### src/rtl/cpu_pkg.sv
// Shared CPU datapath definitions: widths, register address/word types and
// the hardwired-zero register address. Imported by the register file, its
// write decoder, the destination selector and the ALU.
package cpu_pkg;

   localparam int DATA_W = 32;
   localparam int ADDR_W = 5;
   localparam int NREG   = 1 << ADDR_W;

   typedef logic [ADDR_W-1:0] reg_addr_t;
   typedef logic [DATA_W-1:0] word_t;

   localparam reg_addr_t REG_ZERO = 5'd0;

endpackage : cpu_pkg

### src/rtl/reg_file_32x32_dec5x32.sv
// Write-address decoder for the register file: 5-to-32 one-hot write strobe,
// qualified by the write enable. Bit 0 is always low so r0 is never written.
module dec5x32
   import cpu_pkg::*;
(
   input  reg_addr_t        Wr,
   input  logic             We,
   output logic [NREG-1:0]  wstb
);

   // One-hot decode of the write address, gated by We, r0 strobe forced low.
   always_comb begin
      // NOTE: every output of a combinational block gets a default first so no latch is inferred.
      wstb = '0;
      if (We && (Wr != REG_ZERO)) begin
         wstb[Wr] = 1'b1;
      end
      wstb[0] = 1'b0;
   end

endmodule : dec5x32

### src/rtl/reg_file_32x32.sv
// General-purpose 32x32 register file: two combinational read ports (rs, rt),
// one clocked write port, r0 hardwired to zero, asynchronous active-low clear.
// Optional feature: define REGFILE_WR_BYPASS_EN to forward the write data
// straight to a read port that addresses the register being written.
module reg_file_32x32
   import cpu_pkg::*;
#(
   parameter int DATA_W = cpu_pkg::DATA_W,
   parameter int ADDR_W = cpu_pkg::ADDR_W,
   parameter int NREG   = cpu_pkg::NREG
)(
   input  logic              Clk,
   input  logic              Clrn,
   input  logic [ADDR_W-1:0] Ra,
   input  logic [ADDR_W-1:0] Rb,
   input  logic [ADDR_W-1:0] Wr,
   input  logic [DATA_W-1:0] D,
   input  logic              We,
   output logic [DATA_W-1:0] Qa,
   output logic [DATA_W-1:0] Qb
);

   // Storage exists for r1..r(NREG-1) only; r0 is a constant zero.
   logic [DATA_W-1:0] regs_q [1:NREG-1];
   logic [DATA_W-1:0] regs_d [1:NREG-1];
   logic [NREG-1:0]   wstb;
   logic [DATA_W-1:0] qa_stored;
   logic [DATA_W-1:0] qb_stored;

   dec5x32 u_dec (
      .Wr   (Wr),
      .We   (We),
      .wstb (wstb)
   );

   // Next-state of the array: the single strobed register takes D.
   always_comb begin
      regs_d = regs_q;
      for (int i = 1; i < NREG; i++) begin
         if (wstb[i]) begin
            regs_d[i] = D;
         end
      end
   end

   // Register array update; asynchronous clear wins over any write.
   always_ff @(posedge Clk or negedge Clrn) begin
      if (!Clrn) begin
         // NOTE: this array is reset on purpose: software relies on every register reading zero after clear, so it cannot map to a reset-less RAM.
         for (int i = 1; i < NREG; i++) begin
            // NOTE: sequential state uses non-blocking assignments so all flops sample the same pre-edge values.
            regs_q[i] <= '0;
         end
      end else begin
         regs_q <= regs_d;
      end
   end

   // Stored-value read muxes; address 0 returns zero.
   always_comb begin
      qa_stored = '0;
      qb_stored = '0;
      if (Ra != REG_ZERO) qa_stored = regs_q[Ra];
      if (Rb != REG_ZERO) qb_stored = regs_q[Rb];
   end

`ifdef REGFILE_WR_BYPASS_EN
   // Write-through forwarding: a port reading the register being written sees D now.
   always_comb begin
      Qa = qa_stored;
      Qb = qb_stored;
      if (Clrn && We && (Wr != REG_ZERO)) begin
         if (Ra == Wr) Qa = D;
         if (Rb == Wr) Qb = D;
      end
   end
`else
   // No forwarding: ports return stored contents only.
   always_comb begin
      Qa = qa_stored;
      Qb = qb_stored;
   end
`endif

endmodule : reg_file_32x32

### config.mk
export PLATFORM = sky130hd
export DESIGN_NAME = reg_file_32x32
export DESIGN_NICKNAME = d
export VERILOG_FILES = /design/src/rtl/cpu_pkg.sv /design/src/rtl/reg_file_32x32_dec5x32.sv /design/src/rtl/reg_file_32x32.sv
export SDC_FILE = /design/constraint.sdc
export NUM_CORES = 2
export LEC_CHECK = 0
export CORE_MARGIN = 2
export CORE_UTILIZATION = 38
export DETAILED_ROUTE_END_ITERATION = 12
export HOLD_SLACK_MARGIN = 0.1
export PLACE_DENSITY_LB_ADDON = 0.15
export REMOVE_ABC_BUFFERS = 1
export SLEW_MARGIN = 20
export SYNTH_ARGS = -nofsm -noshare
export SYNTH_HDL_FRONTEND = slang
export SYNTH_SLANG_ARGS = --single-unit
### constraint.sdc
create_clock -name Clk -period 5 [get_ports Clk]
set_input_delay 1 -clock Clk [delete_from_list [all_inputs] [get_ports Clk]]
set_output_delay 1 -clock Clk [all_outputs]
set_load 0.03 [all_outputs]
==> key figures <==
Die
  – Ports: 114
  – Die H: 379 um
  – Die area: about 140000 sq um
  – Row count: 137
  – Die Width: 379 um
  – Core box area: 139000 sq um
  – Initial Util: 38.3%

Worst setup path
  – Crit end category: output pin
  – CP max FO: 31
  – Worst EP arrival: 3570 ps
  – Required time worst endpoint: 4000 ps
  – Setup crit start kind: input port
  – Setup CP Type: in2out

Clocking
  – Num Clock Sinks: just under 1000
  – Post-cts resize count: 0
  – Clock latency on the worst-skew pair: ~730 ps
  – CTS tree: built
  – Hold Buf Count CTS: 0
  – CTS Buffer Depth: 3
  – Clk root buf: clkbuf_16
  – CTS H-tree lvls: 3
  – Cts bufs inserted: 115
  – Reg clk slew, reported paths: roughly 60 ps
  – Post-CTS Setup Repair Bufs: 0

Route
  – First-pass DRT Iterations: 7
  – Drt total wl: 175000 um
  – Final antenna-violating net count: 0
  – Routed WL per cell: 29.1 um
  – Drt first-iter violations: 2856
  – Vias: 35783
  – DRC: 0
  – Post-DR vias/cell: 5.95

Logic synthesis
  – Cell variety after synth: 41
  – Cell taking the most area after synthesis: dfrtp_1
  – Post-synth EDFFs: 0
  – Yosys reg bits: 992
  – Avg Cell Area, Syn: 13.1 sq um
  – Register area share after synthesis: 46.6%
  – Area contributors post-synth: dfrtp_1, mux2_2, mux2i_1
  – Yosys warns: 0
  – Mapped Area: 53300 sq um
  – Ys async rst share: 100%
  – Ys flop type: dfrtp_1
  – Mapped Cells: ~4100
  – Area share of the largest cell type after synthesis: 46.6%

Global route
  – First-pass GRT wire length: approximately 260000 um
  – Met2 usage: between 30% and 40%
  – Number of global-route vias before repair: ~37000
  – Grt total ovfl: 0
  – Largest net degree at the start of global routing: 139
  – Global-route track usage on met3: 3.77%
  – Met1 GRT Util: 35.3%
  – GRT Total Usage: 24.5%
  – Busiest grt layer: met2
  – Initial antenna violation count: 5

Power and ir drop
  – Power Total: 24.7 mW
  – Peak VDD IR: 0.268 mV
  – P_leak: 27.3 nW
  – Net Sw Power: roughly 7.0 mW
  – Sw frac: 28.2%
  – Power Density: roughly 400 nW/um^2
  – Cell-internal power: roughly 18 mW
  – Clock share of power: 35.4%
  – Part of the power in registers: roughly 44%
  – Comb pwr share: 21.0%

Cells and area
  – Biggest regs: regs_q: 992 flops
  – Largest reg by FF count: regs_q
  – Finished Layout Cells: 6016
  – Multi-input logic area: around 27000 sq um
  – Layout cell share with drive strength beyond 1: 41.5%
  – Seq. cell area: between 20000 and 25000 sq um
  – Most frequent cells in the layout: mux2_2, dfrtp_1, mux2i_1, o22ai_1, nor3_1
  – Final Util: 44.2%
  – Number of fill cells in the layout: 12732
  – Area growth, synth to finish: 15.6%
  – Commonest non-fill, non-tap cell in the layout: mux2_2
  – Max reg flops: 992
  – Final #Nets: 4090

Timing
  – Clock Skew: 0 ps
  – Crit path time final: 4570 ps
  – Setup TNS: 0 ps
  – Rel. slew slack: 27.5%
  – Fmax: roughly 220 MHz
  – RSZ-0062 raised after global routing: false
  – Slew Limit Fails: 0
  – Hold WS: between 200 and 250 ps
  – Worst Tran Pin Value: 1090 ps
  – Fin crit share: 91.3%
  – Hold Vio Cnt, Final: 0
  – Final setup vio count: 0

Place
  – Final GP Congestion: 0.782
  – DP Cell Count: 5799
  – PortBufs: 113
  – Post-DP HPWL: 105000 um

Run
  – Reported max-cap violation count: 0

Min path
  – Hold Path Class: in2async

Run status
  – Status: completed
==> area by class of cell <==
| cell class | count | area share (%) |
|---|---|---|
| multi-input combinational | 2635 | 43.3 |
| sequential | 992 | 40.3 |
| timing repair buffer | 296 | 6.18 |
| clock buffer | 179 | 5.68 |
| tap | 1876 | 3.81 |
| clock inverter | 36 | 0.698 |
| antenna | 2 | 0.00812 |
==> logic make-up (layout without fill, tap and decap cells) <==
group | after synthesis | after routing | synth area share, %
AO/OA/AOI/OAI | 510 | 510 | 6.59
multiplexers | 1825 | 1825 | 39.9
buffers and inverters | 436 | 511 | 3.81
AND/OR/NAND/NOR | 300 | 300 | 3.14
other | 0 | 2 | 0
flip-flops | 992 | 992 | 46.6
==> power by group through the flow <==
stage / logic (mW) / registers (mW) / clock network (mW)
2_1_floorplan: 3.39 / 10.5 / 0
3_3_place_gp: 5.14 / 10.8 / 0
3_5_place_dp: 5.21 / 10.9 / 0
4_1_cts: 5.22 / 10.7 / 8.95
5_1_grt: 5.59 / 11.0 / 9.28
6_report: 5.17 / 10.8 / 8.75
==> Yosys cell counts (2+ instances only) <==
cell type	instances
a211oi_1	63
a21oi_1	32
a221o_1	32
a221oi_1	31
a22oi_1	64
and3_1	2
buf_1	33
buf_2	191
buf_4	20
buf_6	9
clkbuf_1	182
dfrtp_1	992
mux2_1	52
mux2_2	1068
mux2i_1	577
mux4_2	128
nand2_1	17
nand2b_1	10
nand3_1	2
nand3b_1	2
nand4b_1	3
nor2_1	14
nor2b_1	39
nor3_1	130
nor3b_2	2
nor4_1	32
o22ai_1	287
or2_2	3
or3_1	34
==> worst paths after layout <==
kind,from,endpoint,slack (ps),depth (start not counted)
hold / removal,Clrn,regs_q[600],210,1
setup reg to reg,regs_q[693],regs_q[693],4180,1
setup / recovery,Rb[4],Qb[27],430,7
min in group Clk,regs_q[38],regs_q[38],510,1
max in group asynchronous,Clrn,regs_q[187],3480,2
hold reg to reg,regs_q[38],regs_q[38],510,1
==> metal layers <==
metal | share of wire, % | vias to the layer above | wire length [um]
met4 | 2.2 | 0 | 3880
met2 | 46 | 954 | 80200
met1 | 47 | 19132 | 81700
li1 | - | 15489 | -
met5 | 0 | - | 0
met3 | 5.3 | 208 | 9350
==> per-stage QoR <==
stage,worst slack [ps],area (sq um)
4_1_cts,466,61700
2_1_floorplan,545,51300
3_5_place_dp,471,57800
5_1_grt,378,61600
3_3_place_gp,450,57800
6_report,435,61600
==> worst max-delay path: stages <==
cell and delay, ps:
clkdlybuf4s50_1 680, or3b_2 220, buf_12 240, o22ai_1 130, or3_1 410, a211oi_1 650, buf_12 200
No activity file was read; power rests on OpenSTA's default activity.
